File: config.mk
export PLATFORM = sky130hd
export DESIGN_NAME = mem_bank_param_flat
export DESIGN_NICKNAME = d
export VERILOG_FILES = /design/src/rtl/mem_bank_param_if.sv /design/src/rtl/mem_bank_param.sv /design/src/flat_wrapper.sv
export SDC_FILE = /design/constraint.sdc
export NUM_CORES = 1
export LEC_CHECK = 0
export ABC_AREA = 1
export ABC_CLOCK_PERIOD_IN_PS = 1800
export BUFFER_PORTS_ARGS = -buffer_cell sky130_fd_sc_hd__buf_2
export CORE_AREA = 4 4 179 181
export DETAILED_ROUTE_END_ITERATION = 8
export DIE_AREA = 0 0 183 185
export HOLD_SLACK_MARGIN = 0.05
export PLACE_DENSITY_LB_ADDON = 0.2
export SLEW_MARGIN = 40
export SYNTH_ARGS = -nofsm -noshare
export SYNTH_HDL_FRONTEND = slang
export SYNTH_SLANG_ARGS = --single-unit
File: constraint.sdc
create_clock -name clk -period 1.8 [get_ports clk]
set_clock_uncertainty 0.05 [all_clocks]
set_input_delay 0.36 -clock clk [delete_from_list [all_inputs] [get_ports clk]]
set_output_delay 0.36 -clock clk [all_outputs]
set_load 0.01 [all_outputs]
File: src/rtl/mem_bank_param_if.sv
// Write/read port bundle for mem_bank_param: requester drives the master side,
// the memory bank implements the slave side.
interface mem_bank_param_if #(
   parameter int unsigned ADDR_W = 4,
   parameter int unsigned DATA_W = 16
);
   localparam int unsigned BE_W = DATA_W / 8;

   logic              wr_en;
   logic [ADDR_W-1:0] wr_addr;
   logic [DATA_W-1:0] wr_data;
   logic [BE_W-1:0]   wr_be;
   logic              rd_en;
   logic [ADDR_W-1:0] rd_addr;
   logic [DATA_W-1:0] rd_data;
   logic              rd_valid;
   logic              init_busy;
   logic              addr_err;

   modport master (
      output wr_en, wr_addr, wr_data, wr_be, rd_en, rd_addr,
      input  rd_data, rd_valid, init_busy, addr_err
   );

   modport slave (
      input  wr_en, wr_addr, wr_data, wr_be, rd_en, rd_addr,
      output rd_data, rd_valid, init_busy, addr_err
   );
endinterface

File: src/rtl/mem_bank_param.sv
// Byte-writable single-clock memory bank with a post-reset clear sequence,
// write-first read forwarding and out-of-range access flagging.
module mem_bank_param #(
   parameter int unsigned ADDR_W = 4,
   parameter int unsigned DATA_W = 16,
   parameter int unsigned DEPTH  = 16
) (
   input  logic             clk,
   input  logic             rst,
   mem_bank_param_if.slave  bus
);
   localparam int unsigned BE_W  = DATA_W / 8;
   localparam int unsigned AW1   = ADDR_W + 1;
   localparam int unsigned IDX_W = (DEPTH > 1) ? $clog2(DEPTH) : 1;

   typedef enum logic {INIT, RUN} state_t;

   state_t            state;
   logic [ADDR_W-1:0] init_cnt;
   logic [DATA_W-1:0] mem [DEPTH];

   logic              run_c;
   logic              wr_ok_c;
   logic              rd_ok_c;
   logic              wr_go_c;
   logic [DATA_W-1:0] rd_word_c;

   // Range checks carry one extra bit so DEPTH == 2**ADDR_W does not wrap to zero.
   assign run_c   = (state == RUN);
   assign wr_ok_c = ({1'b0, bus.wr_addr} < AW1'(DEPTH));
   assign rd_ok_c = ({1'b0, bus.rd_addr} < AW1'(DEPTH));
   assign wr_go_c = run_c & bus.wr_en & wr_ok_c;

   // Write-first forwarding of enabled bytes when both ports hit the same word.
   always_comb begin
      rd_word_c = mem[bus.rd_addr[IDX_W-1:0]];
      for (int k = 0; k < BE_W; k++) begin
         if (wr_go_c && (bus.wr_addr == bus.rd_addr) && bus.wr_be[k]) begin
            rd_word_c[8*k +: 8] = bus.wr_data[8*k +: 8];
         end
      end
   end

   // Storage has no reset; only the INIT sweep clears it.
   always_ff @(posedge clk) begin
      if (state == INIT) begin
         mem[init_cnt[IDX_W-1:0]] <= '0;
      end else if (wr_go_c) begin
         for (int k = 0; k < BE_W; k++) begin
            if (bus.wr_be[k]) begin
               mem[bus.wr_addr[IDX_W-1:0]][8*k +: 8] <= bus.wr_data[8*k +: 8];
            end
         end
      end
   end

   // Control FSM and registered outputs.
   always_ff @(posedge clk or negedge rst) begin
      if (!rst) begin
         state         <= INIT;
         init_cnt      <= '0;
         bus.rd_data   <= '0;
         bus.rd_valid  <= 1'b0;
         bus.addr_err  <= 1'b0;
         bus.init_busy <= 1'b1;
      end else begin
         bus.rd_valid <= 1'b0;
         bus.addr_err <= 1'b0;
         case (state)
            INIT: begin
               if (init_cnt == ADDR_W'(DEPTH - 1)) begin
                  state         <= RUN;
                  bus.init_busy <= 1'b0;
               end else begin
                  init_cnt <= init_cnt + ADDR_W'(1);
               end
            end
            RUN: begin
               bus.rd_valid <= bus.rd_en;
               bus.addr_err <= (bus.wr_en & ~wr_ok_c) | (bus.rd_en & ~rd_ok_c);
               if (bus.rd_en) begin
                  bus.rd_data <= rd_ok_c ? rd_word_c : '0;
               end
            end
            default: begin
               state         <= INIT;
               bus.init_busy <= 1'b1;
            end
         endcase
      end
   end
endmodule

File: src/flat_wrapper.sv
// flat-port wrapper written by rule: the top's interface ports become plain ports
module mem_bank_param_flat 
#(
   parameter int unsigned ADDR_W = 4,
   parameter int unsigned DATA_W = 16,
   parameter int unsigned DEPTH  = 16
)
  (clk, rst, bus_wr_en, bus_wr_addr, bus_wr_data, bus_wr_be, bus_rd_en, bus_rd_addr, bus_rd_data, bus_rd_valid, bus_init_busy, bus_addr_err);
  mem_bank_param_if #(.ADDR_W(ADDR_W), .DATA_W(DATA_W)) bus_i ();
  input  logic clk;
  input  logic rst;
  input wire logic [$bits(bus_i.wr_en)-1:0] bus_wr_en;
  input wire logic [$bits(bus_i.wr_addr)-1:0] bus_wr_addr;
  input wire logic [$bits(bus_i.wr_data)-1:0] bus_wr_data;
  input wire logic [$bits(bus_i.wr_be)-1:0] bus_wr_be;
  input wire logic [$bits(bus_i.rd_en)-1:0] bus_rd_en;
  input wire logic [$bits(bus_i.rd_addr)-1:0] bus_rd_addr;
  output wire logic [$bits(bus_i.rd_data)-1:0] bus_rd_data;
  output wire logic [$bits(bus_i.rd_valid)-1:0] bus_rd_valid;
  output wire logic [$bits(bus_i.init_busy)-1:0] bus_init_busy;
  output wire logic [$bits(bus_i.addr_err)-1:0] bus_addr_err;
  assign bus_i.wr_en = bus_wr_en;
  assign bus_i.wr_addr = bus_wr_addr;
  assign bus_i.wr_data = bus_wr_data;
  assign bus_i.wr_be = bus_wr_be;
  assign bus_i.rd_en = bus_rd_en;
  assign bus_i.rd_addr = bus_rd_addr;
  assign bus_rd_data = bus_i.rd_data;
  assign bus_rd_valid = bus_i.rd_valid;
  assign bus_init_busy = bus_i.init_busy;
  assign bus_addr_err = bus_i.addr_err;
  mem_bank_param #(.ADDR_W(ADDR_W), .DATA_W(DATA_W), .DEPTH(DEPTH)) u_core (.clk(clk), .rst(rst), .bus(bus_i));
endmodule
# --- Word-level counts from Yosys, hierarchy flattened ---
# Memories as Yosys holds them, arrays and structs flattened. A register that Yosys moved wholly into a read port is not among the register bits.
# Cells that the tools add are included.
classes:
  reduce_logical: 5
  add_sub_neg: 1
  muxes: 15
  n_eq_ne: 1
  bitwise_logic: 3
op_table:
  columns: ["cell", "count"]
  rows:
  - ["$mux W16", 1]
  - ["$reduce_or A16 Y1", 1]
  - ["$mux W1", 12]
  - ["$reduce_and A2 Y1", 3]
  - ["$add A4 B1 Y4 const B", 1]
  - ["$eq A4 B4 Y1 const B", 1]
  - ["$mux W4", 1]
  - ["$mux W2", 1]
  - ["$not A1 Y1", 2]
  - ["$and A1 B1 Y1", 1]
  - ["$logic_not A1 Y1", 1]
word_totals:
  elab_cells: 30
  n_memories: 1
  in_bits: 30
  ff_bits: 7
  ramBits: 256
memory_table:
  columns: ["memory", "words", "width", "rd", "rd_clocked_by_memory_dff", "write_ports", "line_no", "source"]
  rows:
  - ["u_core.mem", 16, 16, 1, 1, 1, "mem_bank_param.sv:20", "logic [DATA_W-1:0] mem [DEPTH];"]

# --- Depth between registers and ports, before layout ---
depth:
  ltp_word: 6
  depth_mapped: 13
  mapped_depth_nobuf: 12

# --- Worst setup path after synthesis ---
# Ideal clock, no wire load.
synth_timing:
  path_kind: "reg-to-reg"
  startpoint: "reg u_core.state (netlist: u_core.run_c)"
  endpoint: "mem u_core.mem[14][0] (enable)"
  setup_ns: 0.370
  synth_period_minus_slack_ns: 2.029
  path_slack_ns: -0.229
  stages_incl_launch_ff: 11
  t_arrival_ns: 1.609
  path_buffers: 2
  cell_sequence: "dfrtp_1 -> buf_6 -> nand3_2 -> nand2_4 -> buf_12 -> nand2_2 -> nand2_1 -> inv_1 -> nor2_1 -> nand2_1 -> nor2_1"
synth_between:
  elab_chain_cells: 6
synth_rtl:
  columns: ["element", "line_no", "source"]
  rows:
  - ["start: declaration", "mem_bank_param.sv:18", "state_t state;"]
  - ["start signal: assignment", "mem_bank_param.sv:60", "state <= INIT;"]
  - ["start signal: assignment", "mem_bank_param.sv:72", "state <= RUN;"]
  - ["start signal: assignment", "mem_bank_param.sv:86", "state <= INIT;"]
  - ["$and A1 B1 Y1", "mem_bank_param.sv:32", "assign wr_go_c = run_c & bus.wr_en & wr_ok_c;"]
  - ["$mux W1", "mem_bank_param.sv:48", "end else if (wr_go_c) begin"]
  - ["$mux W1", "mem_bank_param.sv:46", "if (state == INIT) begin"]
  - ["$mux W1 (implied by the code)", "mem_bank_param.sv:51", "mem[bus.wr_addr[IDX_W-1:0]][8*k +: 8] <= bus.wr_data[8*k +: 8];"]
  - ["$reduce_or A16 Y1 (no source line)", null, null]
  - ["$mux W4 (no source line) / $mux W2 (equally long branches)", null, null]
  - ["end: declaration", "mem_bank_param.sv:20", null]
# Several ways; a longest one is shown, not always the timed one.

# --- Worst setup path after layout ---
layout_timing:
  startpoint: "reg u_core.state (netlist: u_core.run_c)"
  endpoint: "mem u_core.mem[7][9] (enable)"
# Same word-level chain as after synthesis.

==> metrics.md <==
| Metric | Value |
|---|---|
| Largest net degree at the start of global routing | 56 |
| Status | complete, but fails checks |
| # Max-Cap Violations | 0 |
| NumNets Final | 1276 |
| Area contributors post-synth | edfxtp_1 (64%), nand2_1 (14%), nand3_1 (8.9%) |
| Initial antenna violation count | 1 |
| Critical path required time | 2.01 ns |
| Die W | 183 um |
| Logic pwr share | 10.4% |
| Min cycle time layout | 2.02 ns |
| Root buf cell | clkbuf_16 |
| # diodes | 0 |
| Fraction of the yosys area taken by sequential cells | 69.0% |
| DRC | 0 |
| WL per Instance | 20.2 um |
| Seq pwr share | 46.4% |
| Sw Ratio | 22.9% |
| Setup Viol. Count Final | 272 |
| Worst Tran Pin Value | 0.538 ns |
| Leakage dissipation | 6.38 nW |
| Cells after synthesis | 1125 |
| Layout cell share with drive strength beyond 1 | 23.6% |
| Fin crit share | 112% |
| Hold Startpoint | bus_wr_data[12] |
| Clock power frac | 43.2% |
| CTS sink cnt | 279 |
| Net Sw Power | 3.56 mW |
| ANT nets after route | 0 |
| Clk buf depth | 3 |
| Number of port buffers | 47 |
| Netlist Area Pre-Place | 0.0120 mm^2 |
| First DRT Iteration DRCs | 722 |
| Reg2reg start | u_core.run_c$_DFF_PN0_ |
| Die ar. | 0.0339 mm^2 |
| Die H | 185 um |
| Total routed wirelength | 33.7 mm |
| Max FO, Critical Path | 8 |
| Syn Area/Cell | 10.6 um^2 |
| Synth cell types | 27 |
| Worst Setup End Kind | flip-flop |
| Clock transition at the registers of the reported paths | 0.06 ns |
| Setup WS pre-CTS | -0.368 ns |
| Yosys top cell area share | 64.2% |
| Utilization after layout | 51.0% |
| Hold crit path type | in2reg |
| Worst VDD drop | 0.000895 V |
| CP Launch Type | flip-flop |
| Placer congestion estimate | 0.876 |
| Internal | 12.0 mW |
| First-pass GRT wire length | 50.5 mm |
| CTS buffer count | 30 |
| Area growth from synthesis to layout | 29.6% |
| Fin worst setup slack | -0.220 ns |
| Fmax | 495 MHz |
| CTS tree | done |
| Rel. slew slack | 64.1% |
| FF+latch count, synth | 279 |
| Syn nets | 1156 |
| Arrival time worst endpoint | 2.23 ns |
| Final Hold Violating Endpoints | 0 |
| Initial Utilization | 39.3% |
| RSZ-0062 raised after global routing | yes |
| Critical Path Start | u_core.run_c$_DFF_PN0_ |
| Setup TNS | -44.06 ns |
| Cell row count | 64 |
| Ys Warns | 0 |
| H-Tree Depth | 1 |
| Vias per cell | 5.18 |
| Final hold slack | 0.154 ns |
| First-pass DRT Iterations | 6 |
| P per Cell Area | 1000 mW/mm^2 |
| Slew Limit Fails | 0 |
| Crit Path Class | reg2reg |
| Core Area | 0.0304 mm^2 |
| Total GRT Usage | 19.5% |
| Failing checks | negative setup slack |
| Vias in the first global route | 8338 |
| Filler cells | 2615 |
| Final HPWL DP | 22.3 mm |
| IO Count | 49 |
| Gr ovfl total | 0 |
| Vias | 8631 |
| Dominant cell type by area after synthesis | edfxtp_1 |
| Clk_lat worst skew | 0.55 ns |
-- kinds of logic after synthesis --
| kind of cell | count (synthesis) | share of synthesized area (%) |
|---|---|---|
| xor gates and xnor gates | 2 | 0.146 |
| AOI/OAI and AO/OA | 4 | 0.188 |
| other | 1 | 0.0313 |
| adders and majority gates | 1 | 0.104 |
| buffers and inverters | 114 | 4.13 |
| and+or+nand+nor | 724 | 26.4 |
| DFF | 279 | 69.0 |
-- metrics by stage --
step	instance area, um^2	total power [mW]	std cells
floorplan	12400	8.12	1125
global placement	13800	8.76	1586
detailed placement	13800	8.76	1586
CTS	15300	15.5	1659
global route	15500	16.0	1665
finish	15500	15.5	1665
-- worst max-delay path, cell delays in order (launching register included) --
cell	delay, ns
dfrtp_2	0.46
nand3_4	0.16
nand2_8	0.09
buf_6	0.12
nand2_4	0.08
nand2_8	0.08
nor2_4	0.24
nand2_2	0.15
nor2_4	0.14
buf_12	0.13
-- power groups by stage --
stage          clock, mW  sequential [mW]  combinational, mW
2_1_floorplan          0             7.36              0.759
3_3_place_gp           0             7.34               1.42
3_5_place_dp           0             7.34               1.42
4_1_cts             6.81             7.20               1.52
5_1_grt             7.10             7.21               1.74
6_report            6.70             7.20               1.61
-- cell usage after synthesis --
library cell	number
dfrtp_1	22
inv_1	50
a21oi_1	1
nand4_1	17
nand2_2	4
nand3_4	2
clkbuf_1	23
buf_4	1
edfxtp_1	256
ha_1	1
clkinv_1	2
buf_12	1
buf_1	15
nand2_1	434
nand2_4	4
o21ai_1	1
o21ai_0	1
nand3_1	213
xor2_1	2
conb_1	1
nand3_2	5
a21boi_0	1
nor2_1	43
dfstp_2	1
buf_2	19
buf_6	3
nor2_8	2
-- final timing paths --
path,to,depth (start not counted),slack (ns)
setup reg to reg,u_core.mem[7][9]$_DFFE_PP_,9,-0.22
max in group asynchronous,u_core.run_c$_DFF_PN0_,2,1.03
setup / recovery,u_core.mem[7][9]$_DFFE_PP_,9,-0.22
hold / removal,u_core.bus.rd_data[12]$_DFFE_PN0P_,5,0.15
min in group asynchronous,u_core.bus.rd_data[4]$_DFFE_PN0P_,2,0.28
hold reg to reg,u_core.bus.rd_data[3]$_DFFE_PN0P_,2,0.42
-- layout make-up --
cell class	count	area (um^2)	share of cell area [%]
Clock buffer	40	860	5.54
Clock inverter	16	236	1.52
Inverter	52	226	1.46
Multi-Input combinational cell	732	3790	24.4
Sequential cell	279	8270	53.3
Tap cell	396	495	3.19
Timing Repair Buffer	150	1650	10.6
-- sequential cells by signal, indices dropped and copies added, names as in the netlist --
signal / cells
u_core.run_c: 1
u_core.bus.init_busy: 1
u_core.mem: 256
u_core.bus.rd_valid: 1
u_core.init_cnt: 4
u_core.bus.rd_data: 16
-- cell usage in the layout, fill, tap and decap left out, types with 6 or more instances in the layout --
cell type  Yosys  final
edfxtp_1     256    256
nand2_8        0      6
nor2_4         0     40
buf_4          1     52
clkbuf_16      0     35
nand4_1       17     17
buf_12         1     44
bufinv_16      0      6
buf_2         19     46
inv_1         50     40
nand2_4        4     20
nand2_1      434    406
nand2_2        4     10
dfrtp_1       22     21
nand3_1      213    210
-- metal layers --
layer / vias to the layer above / wire length [um] / GRT usage (%)
met5: - / 0 / 0
met4: 0 / 1230 / 6.53
met3: 74 / 2120 / 2.49
met2: 334 / 15700 / 30.9
met1: 4160 / 14600 / 28.0
li1: 4063 / - / -
-- repair_timing --
item	4_1_cts	5_1_grt
setup buffers	16	3
cloned	0	4
setup endpoints to repair	288	362
hold buffers	1	0
hold endpoints to repair	22	0
gates resized for setup	27	21
pin swaps	39	29
Note: power is estimated with default switching activity, not from simulation.
